--- src/rtl/ccu_txn_arbiter.sv ---
// Round-robin AR/AW request arbiter in front of the single-transaction CCU FSM.
// Optional BUSY watchdog is enabled by defining CCU_ARB_WATCHDOG_EN.
module ccu_txn_arbiter #(
  parameter int unsigned NoMstPorts    = 4,
  parameter int unsigned IdxW          = $clog2(NoMstPorts),
  parameter int unsigned TimeoutCycles = 1024
) (
  input  logic                  clk_i,
  input  logic                  rst_i,
  input  logic [NoMstPorts-1:0] ar_valid_i,
  input  logic [NoMstPorts-1:0] aw_valid_i,
  output logic [NoMstPorts-1:0] ar_ready_o,
  output logic [NoMstPorts-1:0] aw_ready_o,
  output logic                  ccu_ar_valid_o,
  output logic                  ccu_aw_valid_o,
  input  logic                  ccu_ar_ready_i,
  input  logic                  ccu_aw_ready_i,
  output logic [IdxW-1:0]       sel_o,
  output logic                  sel_is_write_o,
  input  logic                  txn_done_i,
  output logic                  busy_o,
  output logic                  timeout_o
);

  localparam int unsigned NumLines = 2 * NoMstPorts;
  localparam int unsigned LineW    = IdxW + 1;

  if (NoMstPorts < 2) begin : g_bad_ports
    $error("ccu_txn_arbiter: NoMstPorts must be at least 2");
  end
  if (TimeoutCycles < 2) begin : g_bad_timeout
    $error("ccu_txn_arbiter: TimeoutCycles must be at least 2");
  end

  typedef enum logic [1:0] {
    IDLE,
    FWD,
    BUSY
  } state_e;

  state_e              state_q, state_d;
  logic [LineW-1:0]    rr_q, rr_d;
  logic [IdxW-1:0]     sel_q, sel_d;
  logic                is_write_q, is_write_d;

  logic [NumLines-1:0] req;
  logic                found;
  logic [LineW-1:0]    win;
  logic                handshake;
  logic                expire;

  // Line 2i is master i AR, line 2i+1 is master i AW.
  always_comb begin
    req = '0;
    for (int unsigned i = 0; i < NoMstPorts; i++) begin
      req[2*i]   = ar_valid_i[i];
      req[2*i+1] = aw_valid_i[i];
    end
  end

  // First valid line at or after the round-robin pointer, wrapping.
  always_comb begin
    int unsigned idx;
    found = 1'b0;
    win   = '0;
    idx   = 0;
    for (int unsigned off = 0; off < NumLines; off++) begin
      idx = (int'(rr_q) + off) % NumLines;
      if (!found && req[idx]) begin
        found = 1'b1;
        win   = LineW'(idx);
      end
    end
  end

  assign handshake = is_write_q ? ccu_aw_ready_i : ccu_ar_ready_i;

`ifdef CCU_ARB_WATCHDOG_EN
  localparam int unsigned CntW = $clog2(TimeoutCycles + 1);

  logic [CntW-1:0] cnt_q, cnt_d;

  // Held at zero outside BUSY, so it starts from zero on every BUSY entry.
  always_comb begin
    cnt_d = '0;
    if (state_q == BUSY) begin
      cnt_d = cnt_q + CntW'(1);
    end
  end

  always_ff @(posedge clk_i) begin
    if (rst_i) begin
      cnt_q <= '0;
    end else begin
      cnt_q <= cnt_d;
    end
  end

  assign expire = (state_q == BUSY) && (cnt_q == CntW'(TimeoutCycles - 1)) && !txn_done_i;
`else
  assign expire = 1'b0;
`endif

  always_ff @(posedge clk_i) begin
    if (rst_i) begin
      state_q    <= IDLE;
      rr_q       <= '0;
      sel_q      <= '0;
      is_write_q <= 1'b0;
    end else begin
      state_q    <= state_d;
      rr_q       <= rr_d;
      sel_q      <= sel_d;
      is_write_q <= is_write_d;
    end
  end

  always_comb begin
    state_d    = state_q;
    rr_d       = rr_q;
    sel_d      = sel_q;
    is_write_d = is_write_q;
    unique case (state_q)
      IDLE: begin
        if (found) begin
          state_d    = FWD;
          sel_d      = win[LineW-1:1];
          is_write_d = win[0];
          rr_d       = (win == LineW'(NumLines - 1)) ? '0 : win + LineW'(1);
        end
      end
      FWD: begin
        if (handshake) begin
          state_d = BUSY;
        end
      end
      BUSY: begin
        if (txn_done_i || expire) begin
          state_d = IDLE;
        end
      end
      default: state_d = IDLE;
    endcase
  end

  always_comb begin
    ar_ready_o     = '0;
    aw_ready_o     = '0;
    ccu_ar_valid_o = (state_q == FWD) && !is_write_q;
    ccu_aw_valid_o = (state_q == FWD) && is_write_q;
    busy_o         = (state_q != IDLE);
    timeout_o      = expire;
    if (ccu_ar_valid_o) begin
      ar_ready_o[sel_q] = ccu_ar_ready_i;
    end
    if (ccu_aw_valid_o) begin
      aw_ready_o[sel_q] = ccu_aw_ready_i;
    end
  end

  assign sel_o          = sel_q;
  assign sel_is_write_o = is_write_q;

endmodule

--- config.mk ---
export PLATFORM = sky130hd
export DESIGN_NAME = ccu_txn_arbiter
export DESIGN_NICKNAME = d
export VERILOG_FILES = /design/src/rtl/ccu_txn_arbiter.sv
export SDC_FILE = /design/constraint.sdc
export NUM_CORES = 1
export LEC_CHECK = 0
export CORE_ASPECT_RATIO = 0.8
export CORE_MARGIN = 5
export CORE_UTILIZATION = 45
export DETAILED_ROUTE_END_ITERATION = 16
export GPL_ROUTABILITY_DRIVEN = 0
export PLACE_DENSITY_LB_ADDON = 0.25
export SLEW_MARGIN = 10
export SYNTH_ARGS = -nofsm -noshare
export SYNTH_HDL_FRONTEND = slang
export SYNTH_SLANG_ARGS = --single-unit
--- constraint.sdc ---
create_clock -name clk_i -period 10.9 [get_ports clk_i]
set_input_delay 2.18 -clock clk_i [delete_from_list [all_inputs] [get_ports clk_i]]
set_output_delay 2.18 -clock clk_i [all_outputs]
set_load 0.03 [all_outputs]
==> flow_summary.yaml, run 1 <==
outcome:
  status: "finished, final reports clean"
power_and_ir_drop:
  leakagePower_nw: 0.674
  p_seq_share_pct: 12.5
  p_int_uw: 262
  ir_worst_vdd_uv: 184
  powerDensity_mw_per_mm2: 303
  clkPwrFrac_pct: 6.4
  pwr-share-comb_pct: 81.2
  p_sw_share_pct: 52.6
  p_total_uw: 553
  p_sw_uw: 291
sta:
  finalSetupTns_ps: 0
  hold_slack_ps: 540
  hold_viol: 0
  max_slew_margin_pct: 43.8
  drv_slew: 0
  fin_skew_ps: 4.71
  setup_viol: 0
  fin_crit_ps: 5840
  max_freq_ghz: 0.171
  worstMarginPinSlew_ps: 842
  post-route-period-util_pct: 53.6
  rsz0062_at_grt: "false"
  setup_slack_ps: 5060
yosys:
  syn-num-nets: 196
  syn_area_mm2: 0.00154
  synth_warnings: 0
  yosysUniqueCellTypes: 54
  synthCells: 180
  synth-async-reset-ratio_pct: 0
  synth_seq_cells: 8
  synth_ff_type: "dfxtp_1"
  yosysSeqAreaShare_pct: 10.4
  avgSynthCellArea_um2: 8.53
  synth_edf_count: 0
global_routing:
  grtUsageMet1_pct: 27.7
  grt_pass1_wl_um: 7230
  antenna_found_initial: 0
  grt_pass1_vias: 1470
  grt_max_degree: 22
  grtUsageTotal_pct: 19.2
  grt_busiest_layer: "met2"
  use_met2_pct: 29.0
  use_met3_pct: 5.16
  grt_overflow: 0
job:
  maxCapViolCount: 0
floorplanning:
  die_h_um: 62.2
  fp.dieW_um: 75.3
  coreArea_mm2: 0.00335
  initial_core_util_pct: 45.8
  ios: 28
  row_count: 19
  die_area_mm2: 0.00469
detailed_routing:
  drc: 0
  drtIter0Drc: 160
  wl_um: 4390
  wl_per_cell_um: 18.3
  first_pass_iters: 4
  vias: 1593
  antenna_left: 0
  viasPerCell: 6.64
placement:
  place_inst: 237
  port-buffer-count: 26
  dpl_worst_slack_ps: 5050
  hpwl_um: 3300
worst_setup_path:
  worst-r2r-cell-count: 12
  critPathMaxFanout: 4
  worstPathRequired_ps: 8720
  cp_cell_sequence: "clkdlybuf4s50_1 > nand2_1 > nor3_1 > clkdlybuf4s50_1"
  crit_type: "input port to output port"
  cpMostUsedCell: "clkdlybuf4s50_1"
  cp-end-kind: "output port"
  cpPeakStageDelay_ps: 700
  crit_path_start_kind: "input port"
  arrival_ps: 3660
  cpMaxStageDelayCell: "clkdlybuf4s50_1"
final_layout:
  fillers: 312
  layout_common_cells: "26 x clkdlybuf4s50_1, 16 x nor2_1, 15 x nand2_1, 15 x mux2i_1, 12 x a21oi_1"
  flow.area_growth_from_synthesis_pct: 18.8
  nets: 216
  regArea_um2: 160
  insertedDiodeCount: 0
  final_cell_count_no_fill: 240
  final_common_cell: "clkdlybuf4s50_1"
  drive_gt1_share_pct: 14.1
  multiInputGateArea_mm2: 0.00126
hold_path:
  whs_path_depth: 2
  hp-class: "flop to flop"
cts:
  cts_resized: 0
  clockRootBuffer: "clkbuf_8"
  worst_skew_pair.late_latency_ps: 230
  clkTransAtPathRegs_ps: 40
  cts_tree: "built"
  numCtsBuffers: 3
  hold_buffers: 0
  htreeDepth: 1
  clk_path_buf_depth: 2
  post_cts_buffers: 0
  clock_sinks: 8
## critical path: cells and delay by family
family	cells	cell delay [ps]
and+or+nand+nor	2	300
buffers and inverters	2	1180
## synth_stat cells (all sizes together), types with 5 or more instances
cell type,n,share of area [%]
a22oi,6,3.3
mux4,12,18
nand2,15,3.7
buf,8,3.5
nor3,5,1.6
mux2i,15,9.8
inv,11,2.7
and2,5,2.0
a21oi,12,3.9
nor2,16,3.9
o21ai,5,2.4
dfxtp,8,10
mux2,6,4.4
## final cells by class
cell class	count	share of cell area, %
Clock buffer	3	2.26
Inverter	12	2.47
Multi-Input combinational cell	149	69.3
Sequential cell	8	8.78
Tap cell	42	2.88
Timing Repair Buffer	26	14.3
## final timing paths
check                          start                       to  slack (ps)
max                   ccu_aw_ready_i            aw_ready_o[0]        5060
min          state_q[1]$_SDFFE_PP0P_  state_q[1]$_SDFFE_PP0P_         540
max reg2reg     rr_q[0]$_SDFFE_PP0P_     rr_q[2]$_SDFFE_PP0P_        5920
min reg2reg  state_q[1]$_SDFFE_PP0P_  state_q[1]$_SDFFE_PP0P_         540
## logic make-up after synthesis
family	synth area share, %
flip-flops	10.4
multiplexers	32.3
AO/OA/AOI/OAI	29.7
buffers and inverters	7.17
AND/OR/NAND/NOR	16.0
adder cells (fa/ha/maj)	2.45
XOR/XNOR	1.71
other	0.244
## metrics by stage
step	utilization (%)	cell area [µm²]
6_report	54.4	1820
5_1_grt	54.4	1820
4_1_cts	54.4	1820
3_5_place_dp	53.2	1780
3_3_place_gp	53.2	1780
2_1_floorplan	-	1540
## power groups by stage
stage	logic [mW]	registers [mW]	clock network, mW
2_1_floorplan	0.356	0.0585	0
3_3_place_gp	0.424	0.0686	0
3_5_place_dp	0.433	0.0694	0
4_1_cts	0.439	0.0689	0.0358
5_1_grt	0.483	0.0725	0.0379
6_report	0.449	0.0691	0.0351
## registers in the layout, indices dropped and copies added (netlist names)
signal / count
rr_q: 3
sel_is_write_o: 1
sel_o: 2
state_q: 2
## per-layer routing
| metal | up-vias | wire, µm |
|---|---|---|
| li1 | 750 | - |
| met1 | 764 | 1940 |
| met2 | 73 | 2020 |
| met3 | 6 | 377 |
| met4 | 0 | 45 |
| met5 | - | 0 |
Note: power is estimated with default switching activity, not from simulation.
==> inputs of run 2 (changes only) <==
- clock period: 10.9 -> 5.9 ns (I/O delays scaled with it)
==> flow_summary.yaml, run 2 (synthesized netlist as in run 1, its figures left out) <==
cts:
  htreeDepth: 1
  worst_skew_pair.late_latency_ps: 230
  cts_resized: 0
  clk_path_buf_depth: 2
  clock_sinks: 8
  numCtsBuffers: 3
  clkTransAtPathRegs_ps: 40
  cts_tree: "built"
  hold_buffers: 0
  clockRootBuffer: "clkbuf_8"
  post_cts_buffers: 0
worst_setup_path:
  worstPathRequired_ps: 6010
  crit_type: "flop to flop"
  r2r_start: "rr_q[1]$_SDFFE_PP0P_"
  arrival_ps: 4590
  cp-end-kind: "flop"
  critPathMaxFanout: 17
  cp_cell_sequence: "buf_4 > clkinv_1 > ha_1 > mux4_2 > a21oi_1 > a22oi_2 > o31a_1 > o32ai_1 > a22oi_1 > or2_2 > ha_1 > a221oi_2 > a311oi_2"
  critPathBufInv: 2
  cpMaxStageDelayCell: "ha_1"
  crit_path_start_kind: "flop"
  worstSetupStartpoint: "rr_q[1]$_SDFFE_PP0P_"
  critPathTopFamily: "compound AO/OA/AOI/OAI gates"
  cpPeakStageDelay_ps: 870
  cpMostUsedCell: "ha_1"
power_and_ir_drop:
  pwr-share-comb_pct: 83.8
  p_seq_share_pct: 9.7
  p_sw_share_pct: 52.2
  powerDensity_mw_per_mm2: 556
  ir_worst_vdd_uv: 277
  p_int_uw: 489
  clkPwrFrac_pct: 6.5
  leakagePower_nw: 0.685
  p_sw_uw: 534
global_routing:
  grt_pass1_vias: 1526
  antenna_found_initial: 0
  grtUsageTotal_pct: 20.4
  grt_max_degree: 22
  grt_pass1_wl_um: 7590
  grt_overflow: 0
floorplanning:
  fp.dieW_um: 75.3
  row_count: 19
  die_h_um: 62.2
  initial_core_util_pct: 45.8
  die_area_mm2: 0.00469
  ios: 28
  coreArea_mm2: 0.00335
sta:
  post-route-period-util_pct: 75.9
  drv_slew: 0
  worstMarginPinSlew_ps: 827
  fin_skew_ps: 4.87
  setup_slack_ps: 1420
  max_slew_margin_pct: 44.8
  setup_viol: 0
  finalSetupTns_ps: 0
  max_freq_ghz: 0.223
  hold_slack_ps: 541
  fin_crit_ps: 4480
  rsz0062_at_grt: "false"
  hold_viol: 0
placement:
  dpl_worst_slack_ps: 1490
  hpwl_um: 3540
  port-buffer-count: 26
detailed_routing:
  drc: 0
  viasPerCell: 6.69
  wl_um: 4630
  first_pass_iters: 5
  vias: 1619
  antenna_left: 0
  wl_per_cell_um: 19.1
  drtIter0Drc: 170
final_layout:
  layout_common_cells: "26 x clkdlybuf4s50_1, 16 x nor2_1, 15 x nand2_1, 15 x mux2i_1, 12 x a21oi_1"
  drive_gt1_share_pct: 15.0
  flow.area_growth_from_synthesis_pct: 19.8
  nets: 218
  largest_register: "rr_q"
  insertedDiodeCount: 0
  final_common_cell: "clkdlybuf4s50_1"
  largest_reg_flops: 3
hold_path:
  hp-start: "state_q[1]$_SDFFE_PP0P_"
  hp-class: "flop to flop"
outcome:
  status: "finished, final reports clean"
job:
  maxCapViolCount: 0
[run 2: cell count changes in the layout (fill, tap and decap cells not counted), sizes merged]
cell	change
buf	+2
[run 2: final timing paths]
path,endpoint,slack [ps],depth (start not counted)
max reg2reg,rr_q[2]$_SDFFE_PP0P_,1420,13
min reg2reg,state_q[1]$_SDFFE_PP0P_,540,2
min,state_q[1]$_SDFFE_PP0P_,540,2
max,rr_q[2]$_SDFFE_PP0P_,1420,13
[run 2: power groups by stage]
stage,logic [mW],registers (mW),clock network [mW]
2_1_floorplan,0.657,0.108,0
3_3_place_gp,0.827,0.0975,0
3_5_place_dp,0.835,0.0989,0
4_1_cts,0.841,0.0985,0.0656
5_1_grt,0.924,0.103,0.0698
6_report,0.856,0.0996,0.0665
[run 2: stage by stage]
stage | std cells | utilization (%) | area [µm²] | total power, mW
floorplan | 180 | - | 1540 | 0.765
global placement | 239 | 53.6 | 1800 | 0.925
detailed placement | 239 | 53.6 | 1800 | 0.934
CTS | 242 | 54.9 | 1840 | 1.00
global route | 242 | 54.9 | 1840 | 1.10
finish | 242 | 54.9 | 1840 | 1.02
[run 2: area by class of cell]
| type | count | area [µm²] |
|---|---|---|
| tap | 42 | 52.6 |
| fill | 309 | 1510 |
| inverter | 12 | 45.0 |
| sequential | 8 | 160 |
| multi-input combinational | 149 | 1260 |
| clock buffer | 3 | 41.3 |
| timing repair buffer | 28 | 275 |
[run 2: worst min-delay path: stages (launching register included)]
cell     delay, ps
dfxtp_1        340
a22oi_1         80
nor2_1          80
[run 2: metal layers]
metal	routed length (µm)	share of wire, %	vias up	track usage [%]
met3	379	8.2	9	4.35
met5	0	0	-	0
met2	2170	47	78	31.8
met4	52	1.1	0	3.71
li1	-	-	754	-
met1	2020	44	778	28.9
==> inputs of run 3 (changes only) <==
- clock period: 5.9 -> 4.5 ns (I/O delays scaled with it)
==> flow_summary.yaml, run 3 (synthesized netlist as in run 1, its figures left out) <==
outcome:
  status: "finished, final reports clean"
final_layout:
  largest_reg_flops: 3
  flow.area_growth_from_synthesis_pct: 20.8
  layout_common_cells: "26 x clkdlybuf4s50_1, 16 x nor2_1, 15 x nand2_1, 15 x mux2i_1, 12 x a21oi_1"
  largest_register: "rr_q"
  nets: 220
  final_common_cell: "clkdlybuf4s50_1"
  drive_gt1_share_pct: 15.8
  insertedDiodeCount: 0
  stdcell_area_mm2: 0.00185
detailed_routing:
  viasPerCell: 6.68
  drc: 0
  wl_um: 4540
  drtIter0Drc: 200
  wl_per_cell_um: 18.6
  antenna_left: 0
  first_pass_iters: 5
  vias: 1631
worst_setup_path:
  worstPathRequired_ps: 4600
  critPathMaxFanout: 10
  cp-endpoint: "rr_q[2]$_SDFFE_PP0P_"
  cp_num_cells: 13
  worst-r2r-cell-count: 13
  critPathBufInv: 2
  cpPeakStageDelay_ps: 680
  cpMaxStageDelayCell: "ha_1"
  worstSetupStartpoint: "rr_q[1]$_SDFFE_PP0P_"
  arrival_ps: 4060
  crit_type: "flop to flop"
  critPathTopFamily: "compound AO/OA/AOI/OAI gates"
  ff2ff_setup_slack_ps: 540
  crit_path_start_kind: "flop"
  cp-end-kind: "flop"
  reg2reg_to: "rr_q[2]$_SDFFE_PP0P_"
  r2r_start: "rr_q[1]$_SDFFE_PP0P_"
  cp_cell_sequence: "clkinv_1 > ha_1 > buf_4 > mux2_2 > a311oi_2 > a22oi_2 > o31a_1 > o32ai_1 > a22oi_1 > or2_2 > ha_1 > a221oi_2 > a311oi_2"
floorplanning:
  die_area_mm2: 0.00469
  fp.dieW_um: 75.3
  ios: 28
  coreArea_mm2: 0.00335
  row_count: 19
  die_h_um: 62.2
  initial_core_util_pct: 45.8
cts:
  clock_sinks: 8
  clkTransAtPathRegs_ps: 40
  htreeDepth: 1
  post_cts_buffers: 0
  cts_resized: 0
  clockRootBuffer: "clkbuf_8"
  clk_path_buf_depth: 2
  numCtsBuffers: 3
  worst_skew_pair.late_latency_ps: 230
  cts_tree: "built"
  hold_buffers: 0
global_routing:
  grt_max_degree: 20
  grt_overflow: 0
  grtUsageTotal_pct: 19.8
  grt_pass1_vias: 1480
  grt_pass1_wl_um: 7590
  antenna_found_initial: 0
placement:
  dpl_cell_area_mm2: 0.00181
  port-buffer-count: 26
  dpl_worst_slack_ps: 403
  hpwl_um: 3550
sta:
  fin_skew_ps: 3.08
  setup_viol: 0
  drv_slew: 0
  worstMarginPinSlew_ps: 584
  max_slew_margin_pct: 60.9
  hold_viol: 0
  finalSetupTns_ps: 0
  hold_slack_ps: 542
  fin_crit_ps: 3960
  setup_slack_ps: 542
  rsz0062_at_grt: "false"
  post-route-period-util_pct: 88.0
  max_freq_ghz: 0.253
power_and_ir_drop:
  p_total_mw: 1.35
  leakagePower_nw: 0.695
  powerDensity_mw_per_mm2: 727
  p_sw_uw: 698
  p_int_uw: 650
  ir_worst_vdd_uv: 428
  clkPwrFrac_pct: 6.5
  p_seq_share_pct: 9.3
  pwr-share-comb_pct: 84.2
  p_sw_share_pct: 51.8
job:
  maxCapViolCount: 0
hold_path:
  hp-class: "flop to flop"
  whs_path_depth: 2
==> run 3: routing by layer <==
metal / vias to the layer above / wire (µm) / global-route usage (%)
met5: - / 0 / 0
met4: 0 / 63 / 3.06
met3: 10 / 343 / 2.58
met2: 101 / 2110 / 30.5
met1: 765 / 2020 / 29.6
li1: 755 / - / -
==> run 3: worst min-delay path by stage <==
stage | from | endpoint | slack, ps
after floorplan | state_q[1]$_SDFFE_PP0P_ | state_q[1]$_SDFFE_PP0P_ | 490
after global placement | state_q[1]$_SDFFE_PP0P_ | state_q[1]$_SDFFE_PP0P_ | 520
after detailed placement | state_q[1]$_SDFFE_PP0P_ | state_q[1]$_SDFFE_PP0P_ | 530
after CTS | state_q[1]$_SDFFE_PP0P_ | state_q[1]$_SDFFE_PP0P_ | 550
after global routing | state_q[1]$_SDFFE_PP0P_ | state_q[1]$_SDFFE_PP0P_ | 580
final | state_q[1]$_SDFFE_PP0P_ | state_q[1]$_SDFFE_PP0P_ | 540
==> run 3: layout make-up <==
cell class,count,area [µm²]
fillers,293,1500
multi-input cells,149,1260
repair buffers,30,290
flip-flops and latches,8,160
well taps,42,52.6
inverters,12,45.0
clock buffers,3,41.3
==> run 3: per-stage QoR <==
step | std cells | utilization, %
global route | 244 | 55.3
finish | 244 | 55.3
floorplan | 180 | -
CTS | 244 | 55.3
detailed placement | 241 | 54.1
global placement | 241 | 54.1
==> run 3: power groups by stage <==
stage	sequential [mW]	combinational [mW]	clock [mW]
5_1_grt	0.130	1.22	0.0931
3_3_place_gp	0.124	1.10	0
6_report	0.125	1.14	0.0876
4_1_cts	0.124	1.12	0.0891
2_1_floorplan	0.142	0.862	0
3_5_place_dp	0.126	1.11	0
==> run 3: tightest hold or removal path: stages (launching register included) <==
cell and delay [ps]:
dfxtp_1 350, a22oi_1 80, nor2_1 80
